## config.mk

```make
export PLATFORM = sky130hd
export DESIGN_NAME = text_char_fetch
export DESIGN_NICKNAME = d
export VERILOG_FILES = /design/src/rtl/video_pkg.sv /design/src/rtl/pixel_shifter.sv /design/src/rtl/text_char_fetch.sv
export SDC_FILE = /design/constraint.sdc
export NUM_CORES = 1
export LEC_CHECK = 0
export BUFFER_PORTS_ARGS = -buffer_cell sky130_fd_sc_hd__buf_2
export CAP_MARGIN = 5
export CORE_ASPECT_RATIO = 1.5
export CORE_MARGIN = 2
export CORE_UTILIZATION = 52
export CTS_BUF_LIST = sky130_fd_sc_hd__clkbuf_16
export DETAILED_ROUTE_END_ITERATION = 10
export PLACE_DENSITY = 0.77
export SLEW_MARGIN = 40
export SYNTH_ARGS = -nofsm -noshare
export SYNTH_HDL_FRONTEND = slang
export SYNTH_SLANG_ARGS = --single-unit
```

## constraint.sdc

```tcl
create_clock -name clock -period 2.02 [get_ports clock]
set_input_delay 0 -clock clock [delete_from_list [all_inputs] [get_ports clock]]
set_output_delay 0 -clock clock [all_outputs]
set_load 0.05 [all_outputs]
```

## src/rtl/video_pkg.sv

```systemverilog
// Shared constants and types for the alpha-mode character fetch path.
// Geometry is fixed here so the fetch stage and its neighbours agree on it.
package video_pkg;

    localparam int COLS            = 32;
    localparam int ROWS            = 16;
    localparam int LINES_PER_ROW   = 12;
    localparam int PIXELS_PER_CHAR = 8;
    localparam int ROM_AW          = 10;
    localparam int VRAM_AW         = 9;

    localparam int COL_SHIFT = $clog2(COLS);
    localparam int COL_W     = COL_SHIFT + 1;
    localparam int ROW_W     = $clog2(ROWS + 1);
    localparam int SCAN_W    = 4;
    localparam int SLOT_W    = $clog2(PIXELS_PER_CHAR);

    typedef enum logic [1:0] {
        IDLE,
        PREFETCH,
        ACTIVE
    } fetch_state_t;

    typedef logic [SLOT_W-1:0] slot_t;

    // Fixed positions of the fetch actions inside each 8-slot character period.
    localparam slot_t SLOT_ADDR = slot_t'(0);
    localparam slot_t SLOT_CODE = slot_t'(2);
    localparam slot_t SLOT_ROM  = slot_t'(3);
    localparam slot_t SLOT_LOAD = slot_t'(PIXELS_PER_CHAR - 1);

    function automatic logic [VRAM_AW-1:0] vram_line_base(input logic [ROW_W-1:0] row);
        return VRAM_AW'(row) << COL_SHIFT;
    endfunction

endpackage

```

## src/rtl/pixel_shifter.sv

```systemverilog
// 8-bit load/shift serialiser: emits glyph rows MSB-first with the attribute
// bit kept aligned to the character whose pixels are on the output.
module pixel_shifter (
    input  logic       clock_i,
    input  logic       reset_i,
    input  logic       clear_i,
    input  logic       load_i,
    input  logic       shift_i,
    input  logic [7:0] data_i,
    input  logic       invert_i,
    input  logic       attr_i,
    output logic       pixel_o,
    output logic       attr_o
);

    logic [7:0] shift_q;
    logic       attr_next_q;
    logic       pixel_q;
    logic       attr_q;

    always_ff @(posedge clock_i) begin
        // NOTE: clocked state uses non-blocking assignments so every register
        // samples the pre-edge value of its neighbours.
        if (reset_i || clear_i) begin
            shift_q     <= '0;
            attr_next_q <= 1'b0;
            pixel_q     <= 1'b0;
            attr_q      <= 1'b0;
        end else begin
            // A load may coincide with the last bit of the previous character.
            if (shift_i) begin
                pixel_q <= shift_q[7];
                attr_q  <= attr_next_q;
            end
            if (load_i) begin
                shift_q     <= data_i ^ {8{invert_i}};
                attr_next_q <= attr_i;
            end else if (shift_i) begin
                shift_q <= {shift_q[6:0], 1'b0};
            end
        end
    end

    assign pixel_o = pixel_q;
    assign attr_o  = attr_q;

endmodule

```

## src/rtl/text_char_fetch.sv

```systemverilog
// Alpha-mode fetch stage: walks video RAM per scanline, addresses the character
// ROM and feeds a one-character-ahead pixel serialiser.
module text_char_fetch
    import video_pkg::*;
(
    input  logic               clock,
    input  logic               reset,
    input  logic               ce,
    input  logic               frame_start,
    input  logic               line_start,
    output logic [VRAM_AW-1:0] vram_addr,
    input  logic [7:0]         vram_data,
    output logic [ROM_AW-1:0]  rom_addr,
    output logic               rom_ce,
    input  logic [7:0]         rom_data,
    output logic               pixel,
    output logic               pixel_valid,
    output logic               attr
);

    localparam logic [COL_W-1:0]  COL_LAST  = COL_W'(COLS - 1);
    localparam logic [COL_W-1:0]  COL_END   = COL_W'(COLS);
    localparam logic [ROW_W-1:0]  ROW_END   = ROW_W'(ROWS);
    localparam logic [SCAN_W-1:0] SCAN_LAST = SCAN_W'(LINES_PER_ROW - 1);

    fetch_state_t        state_q;
    slot_t               slot_q;
    logic [COL_W-1:0]    fetch_col_q;
    logic [COL_W-1:0]    disp_col_q;
    logic [ROW_W-1:0]    row_q;
    logic [SCAN_W-1:0]   scan_q;
    logic [1:0]          ctl_q;
    logic [VRAM_AW-1:0]  vram_addr_q;
    logic [ROM_AW-1:0]   rom_addr_q;
    logic                pixel_valid_q;

    logic [ROW_W-1:0]    row_d;
    logic [SCAN_W-1:0]   scan_d;
    logic [VRAM_AW-1:0]  vram_addr_d;

    logic                line_done;
    logic                last_char;
    logic                fetch_en;
    logic                shift_clear;
    logic                shift_load;
    logic                shift_out;

    // The ce after the last character's final pixel closes the line.
    assign line_done = (state_q == ACTIVE) && (disp_col_q == COL_END);
    assign last_char = (state_q == ACTIVE) && (disp_col_q == COL_LAST);
    assign fetch_en  = (state_q == PREFETCH) ||
                       ((state_q == ACTIVE) && !last_char && !line_done);

    assign vram_addr_d = vram_line_base(row_q) + VRAM_AW'(fetch_col_q);

    always_comb begin
        // NOTE: every always_comb output gets a default first, so no path
        // through the block can infer a latch.
        scan_d = scan_q + 1'b1;
        row_d  = row_q;
        if (scan_q == SCAN_LAST) begin
            scan_d = '0;
            if (row_q != ROW_END) begin
                row_d = row_q + 1'b1;
            end
        end
    end

    always_ff @(posedge clock) begin
        if (reset) begin
            state_q       <= IDLE;
            slot_q        <= '0;
            fetch_col_q   <= '0;
            disp_col_q    <= '0;
            row_q         <= '0;
            scan_q        <= '0;
            ctl_q         <= '0;
            vram_addr_q   <= '0;
            rom_addr_q    <= '0;
            pixel_valid_q <= 1'b0;
        end else if (ce) begin
            unique case (state_q)
                IDLE: begin
                    if (frame_start) begin
                        row_q  <= '0;
                        scan_q <= '0;
                    end
                    // A rewind in the same ce re-enables a finished frame.
                    if (line_start && (frame_start || row_q != ROW_END)) begin
                        state_q     <= PREFETCH;
                        slot_q      <= '0;
                        fetch_col_q <= '0;
                        disp_col_q  <= '0;
                    end
                end
                PREFETCH, ACTIVE: begin
                    if (frame_start) begin
                        state_q       <= IDLE;
                        slot_q        <= '0;
                        fetch_col_q   <= '0;
                        disp_col_q    <= '0;
                        row_q         <= '0;
                        scan_q        <= '0;
                        pixel_valid_q <= 1'b0;
                    end else begin
                        if (fetch_en) begin
                            case (slot_q)
                                SLOT_ADDR: vram_addr_q <= vram_addr_d;
                                SLOT_CODE: begin
                                    ctl_q      <= vram_data[7:6];
                                    rom_addr_q <= {vram_data[5:0], scan_q};
                                end
                                SLOT_LOAD: fetch_col_q <= fetch_col_q + 1'b1;
                                default: ;
                            endcase
                        end
                        slot_q <= slot_q + 1'b1;

                        if (state_q == PREFETCH) begin
                            if (slot_q == SLOT_LOAD) begin
                                state_q <= ACTIVE;
                            end
                        end else if (line_done) begin
                            state_q       <= IDLE;
                            slot_q        <= '0;
                            pixel_valid_q <= 1'b0;
                            scan_q        <= scan_d;
                            row_q         <= row_d;
                        end else begin
                            pixel_valid_q <= 1'b1;
                            if (slot_q == SLOT_LOAD) begin
                                disp_col_q <= disp_col_q + 1'b1;
                            end
                        end
                    end
                end
                default: state_q <= IDLE;
            endcase
        end
    end

    // Shifter controls; clear wins over load/shift inside the shifter.
    assign shift_clear = ce && ((frame_start && state_q != IDLE) || line_done);
    assign shift_load  = ce && !frame_start && fetch_en && (slot_q == SLOT_LOAD);
    assign shift_out   = ce && !frame_start && (state_q == ACTIVE) && !line_done;

    pixel_shifter u_shifter (
        .clock_i  (clock),
        .reset_i  (reset),
        .clear_i  (shift_clear),
        .load_i   (shift_load),
        .shift_i  (shift_out),
        .data_i   (rom_data),
        .invert_i (ctl_q[0]),
        .attr_i   (ctl_q[1]),
        .pixel_o  (pixel),
        .attr_o   (attr)
    );

    // Gated by ce so the ROM strobe lasts exactly one clock at any ce rate.
    assign rom_ce = ce && !reset && !frame_start && fetch_en && (slot_q == SLOT_ROM);

    assign vram_addr   = vram_addr_q;
    assign rom_addr    = rom_addr_q;
    assign pixel_valid = pixel_valid_q;

endmodule

```

==> reports/metrics.csv <==
metric;value;unit
final hold viol count;0;
hold path depth;4;
Async SR Flop Fraction;0;%
TritonCTS clock tree;done;
RR Endpoint;fetch_col_q[4];
status;finished, final reports clean;
Worst setup SP type;register;
CTS Buf Count;9;
via-per-instance ratio;5.70;
leakage power;1.69;nW
Core Util, Final;71.8;%
syn_area_per_cell;8.99;um2
Synth top area share;37.9;%
Worst EP required;2.02;ns
Final Cell Area;0.00415;mm2
Tot Pwr;2.85;mW
grt ovf;0;
Sinks on Clock Net;59;
Seq pwr share;41.4;%
Setup TNS;0;ns
Post-Layout Cell Count;506;
Mapped Area;0.00312;mm2
drt wl/cell;15.2;um
layout cells sized above 1;30.0;%
Unique masters post-synth;54;
Clk Latency, worst-skew pair;0.32;ns
Cell Int Power;2.22;mW
power density cells;687;mW/mm2
Detail Route Antenna Nets;0;
DR iter-0 viols;130;
first-pass GRT wire length;12.5;mm
Syn-to-layout area delta;33.0;%
initial antenna violation count;0;
Clock Skews;0.00521;ns
Cells after Synth;347;
Max FO, Critical Path;4;
Cells after DPL;478;
crit path time final;1.99;ns
Antenna diodes;0;
FF-to-FF Start;state_q[0];
Die Wd;67.3;um
DP HPWL;5.39;mm
reg-to-reg slack, setup;0.05;ns
clock network power share;48.9;%
DR vias;2885;
Max-slew headroom;67.3;%
drt first pass iters;4;
total wire length;7.70;mm
die height;98.9;um
Final setup viols;0;
Clk Tree Root Cell;clkbuf_16;
Tot GR Track Use;24.7;%
YS warnings;0;
largest net degree at the start of global routing;46;
Switching Power;0.628;mW
final worst-path cycle share;98.3;%
Sw Ratio;22.0;%
CORE AREA;0.00579;mm2
Post-route DRC;0;
Initial Util;53.9;%
CTS clk-pin slew, worst paths;0.05;ns
Worst EP arrival;1.99;ns
Slew Viols, Final;0;
slew at the pin with the worst max-slew slack;0.491;ns
EDFF count, synth;0;
Comb pwr share;9.8;%
H-Tree Depth;3;
number of global-route vias before repair;2905;
Multi-input gate area;0.00193;mm2
Crit. Startpoint;disp_col_q[0];
min-delay src;rom_data[1];
f_max;504;MHz
Synth Register Bits;59;
die area;0.00665;mm2
CTS Buffer Depth;2;
sequential fraction of the synthesis area;37.9;%
R2R depth;7;
Top Ports;44;
dominant cell type by area after synthesis;dfxtp_1;
Max Cap Viol;0;
synth top area cells;dfxtp_1, mux2i_1, ha_1;
IO Port Bufs;43;
syn_nets;387;
fill cell count;454;
Placement Cell Area;0.00363;mm2
Synth Flop Type;dfxtp_1;
worst min-delay path class;in -> reg;
routability cong.;0.860;
RSZ-0062 raised after global routing;yes;
Worst Hold End;u_shifter.shift_q[1];
FF+latch area;0.00119;mm2
Layout Nets;471;
VDD IR max;0.527;mV
critical path class;reg -> out;
Worst Setup End Kind;primary output;
row cnt;34;
power groups by stage:
| stage | combinational, mW | clock, mW | sequential, mW |
|---|---|---|---|
| 2_1_floorplan | 0.130 | 0 | 1.20 |
| 3_5_place_dp | 0.232 | 0 | 1.20 |
| 3_3_place_gp | 0.227 | 0 | 1.20 |
| 6_report | 0.278 | 1.39 | 1.18 |
| 4_1_cts | 0.254 | 1.42 | 1.18 |
| 5_1_grt | 0.300 | 1.48 | 1.18 |
worst max path at each step:
stage	to	slack, ns	cells past startpoint
2_1_floorplan	row_q[4]	0.006	7
3_3_place_gp	vram_addr[1]	0.02	8
3_5_place_dp	vram_addr[0]	-0.03	8
4_1_cts	rom_ce	-0.06	9
5_1_grt	rom_ce	-0.05	9
6_report	rom_ce	0.03	9
metrics by stage:
step                      setup WS (ns)  hold slack [ns]
after floorplan                 0.00573            0.147
after global placement           0.0220            0.237
after detailed placement        -0.0317            0.248
after CTS                       -0.0559          0.00524
after global routing            -0.0544           0.0245
final                            0.0347          0.00511
flip-flops by register name, summed over array words and instances, names as in the netlist:
register	count
vram_addr	9
state_q	2
u_shifter.pixel_o	1
pixel_valid	1
fetch_col_q	6
row_q	5
scan_q	4
u_shifter.attr_o	1
u_shifter.attr_next_q	1
ctl_q	2
slot_q	3
disp_col_q	6
u_shifter.shift_q	8
rom_addr	10
layer usage:
layer  share of wire, %  up-vias  global-route usage [%]  routed length [um]
met5                  0        -                       0                   0
met4                2.6        0                    11.6                 197
met3                4.2       21                    6.05                 325
met2                 53       69                    44.6                4070
met1                 40     1387                    25.8                3110
li1                   -     1408                       -                   -
kinds of logic (layout without fill, tap and decap cells):
kind of cell,after synthesis,after routing,share of synthesized area [%]
flops,59,59,37.9
buf+inv,29,116,3.85
simple gates,123,123,21.3
xor+xnor,12,12,3.37
compound gates,73,73,15.7
mux,32,32,10.3
fa+ha+maj,19,19,7.62
synth_stat cells (5+ instances only):
cell type and number:
dfxtp_1 59, nor2_1 47, mux2i_1 32, a21oi_1 22, ha_1 19, nand2_1 16, o21ai_0 14, inv_1 13
a211oi_1 11, xor2_1 10, clkbuf_1 9, nand3_1 8, nand4_1 7, buf_2 6, nand2b_1 6, a31oi_1 5
critical path: stages (launching register included):
cell and delay, ns:
dfxtp_2 0.34, inv_2 0.06, ha_4 0.16, nor2b_4 0.12, a31oi_1 0.17, buf_4 0.16
nand2_4 0.05, buf_4 0.14, nor4b_4 0.27, buf_6 0.19
repair_timing:
| item | CTS | global route |
|---|---|---|
| setup buffers | 0 | 2 |
| gates resized for setup | 7 | 26 |
| pin swaps | 1 | 6 |
| hold endpoints to repair | 12 | 0 |
| setup endpoints to repair | 16 | 29 |
| hold buffers | 12 | 0 |
cell type report:
class,count,share of cell area (%)
clock buffers,9,5.42
flip-flops and latches,59,28.7
repair buffers,89,15.0
well taps,72,2.17
multi-input cells,259,46.4
clock inverters,5,1.12
inverters,13,1.24
placed cells by master (no fill, tap or decap), types with 9 or more instances in the layout:
cell / netlist / final
a211oi_1: 11 / 10
a21oi_1: 22 / 21
buf_2: 6 / 42
buf_4: 1 / 32
clkbuf_16: 0 / 9
dfxtp_1: 59 / 54
dlygate4sd3_1: 0 / 12
ha_1: 19 / 13
inv_1: 13 / 9
mux2i_1: 32 / 31
nand2_1: 16 / 15
nor2_1: 47 / 46
o21ai_0: 14 / 14
xor2_1: 10 / 10
Note: power is estimated with default switching activity, not from simulation.
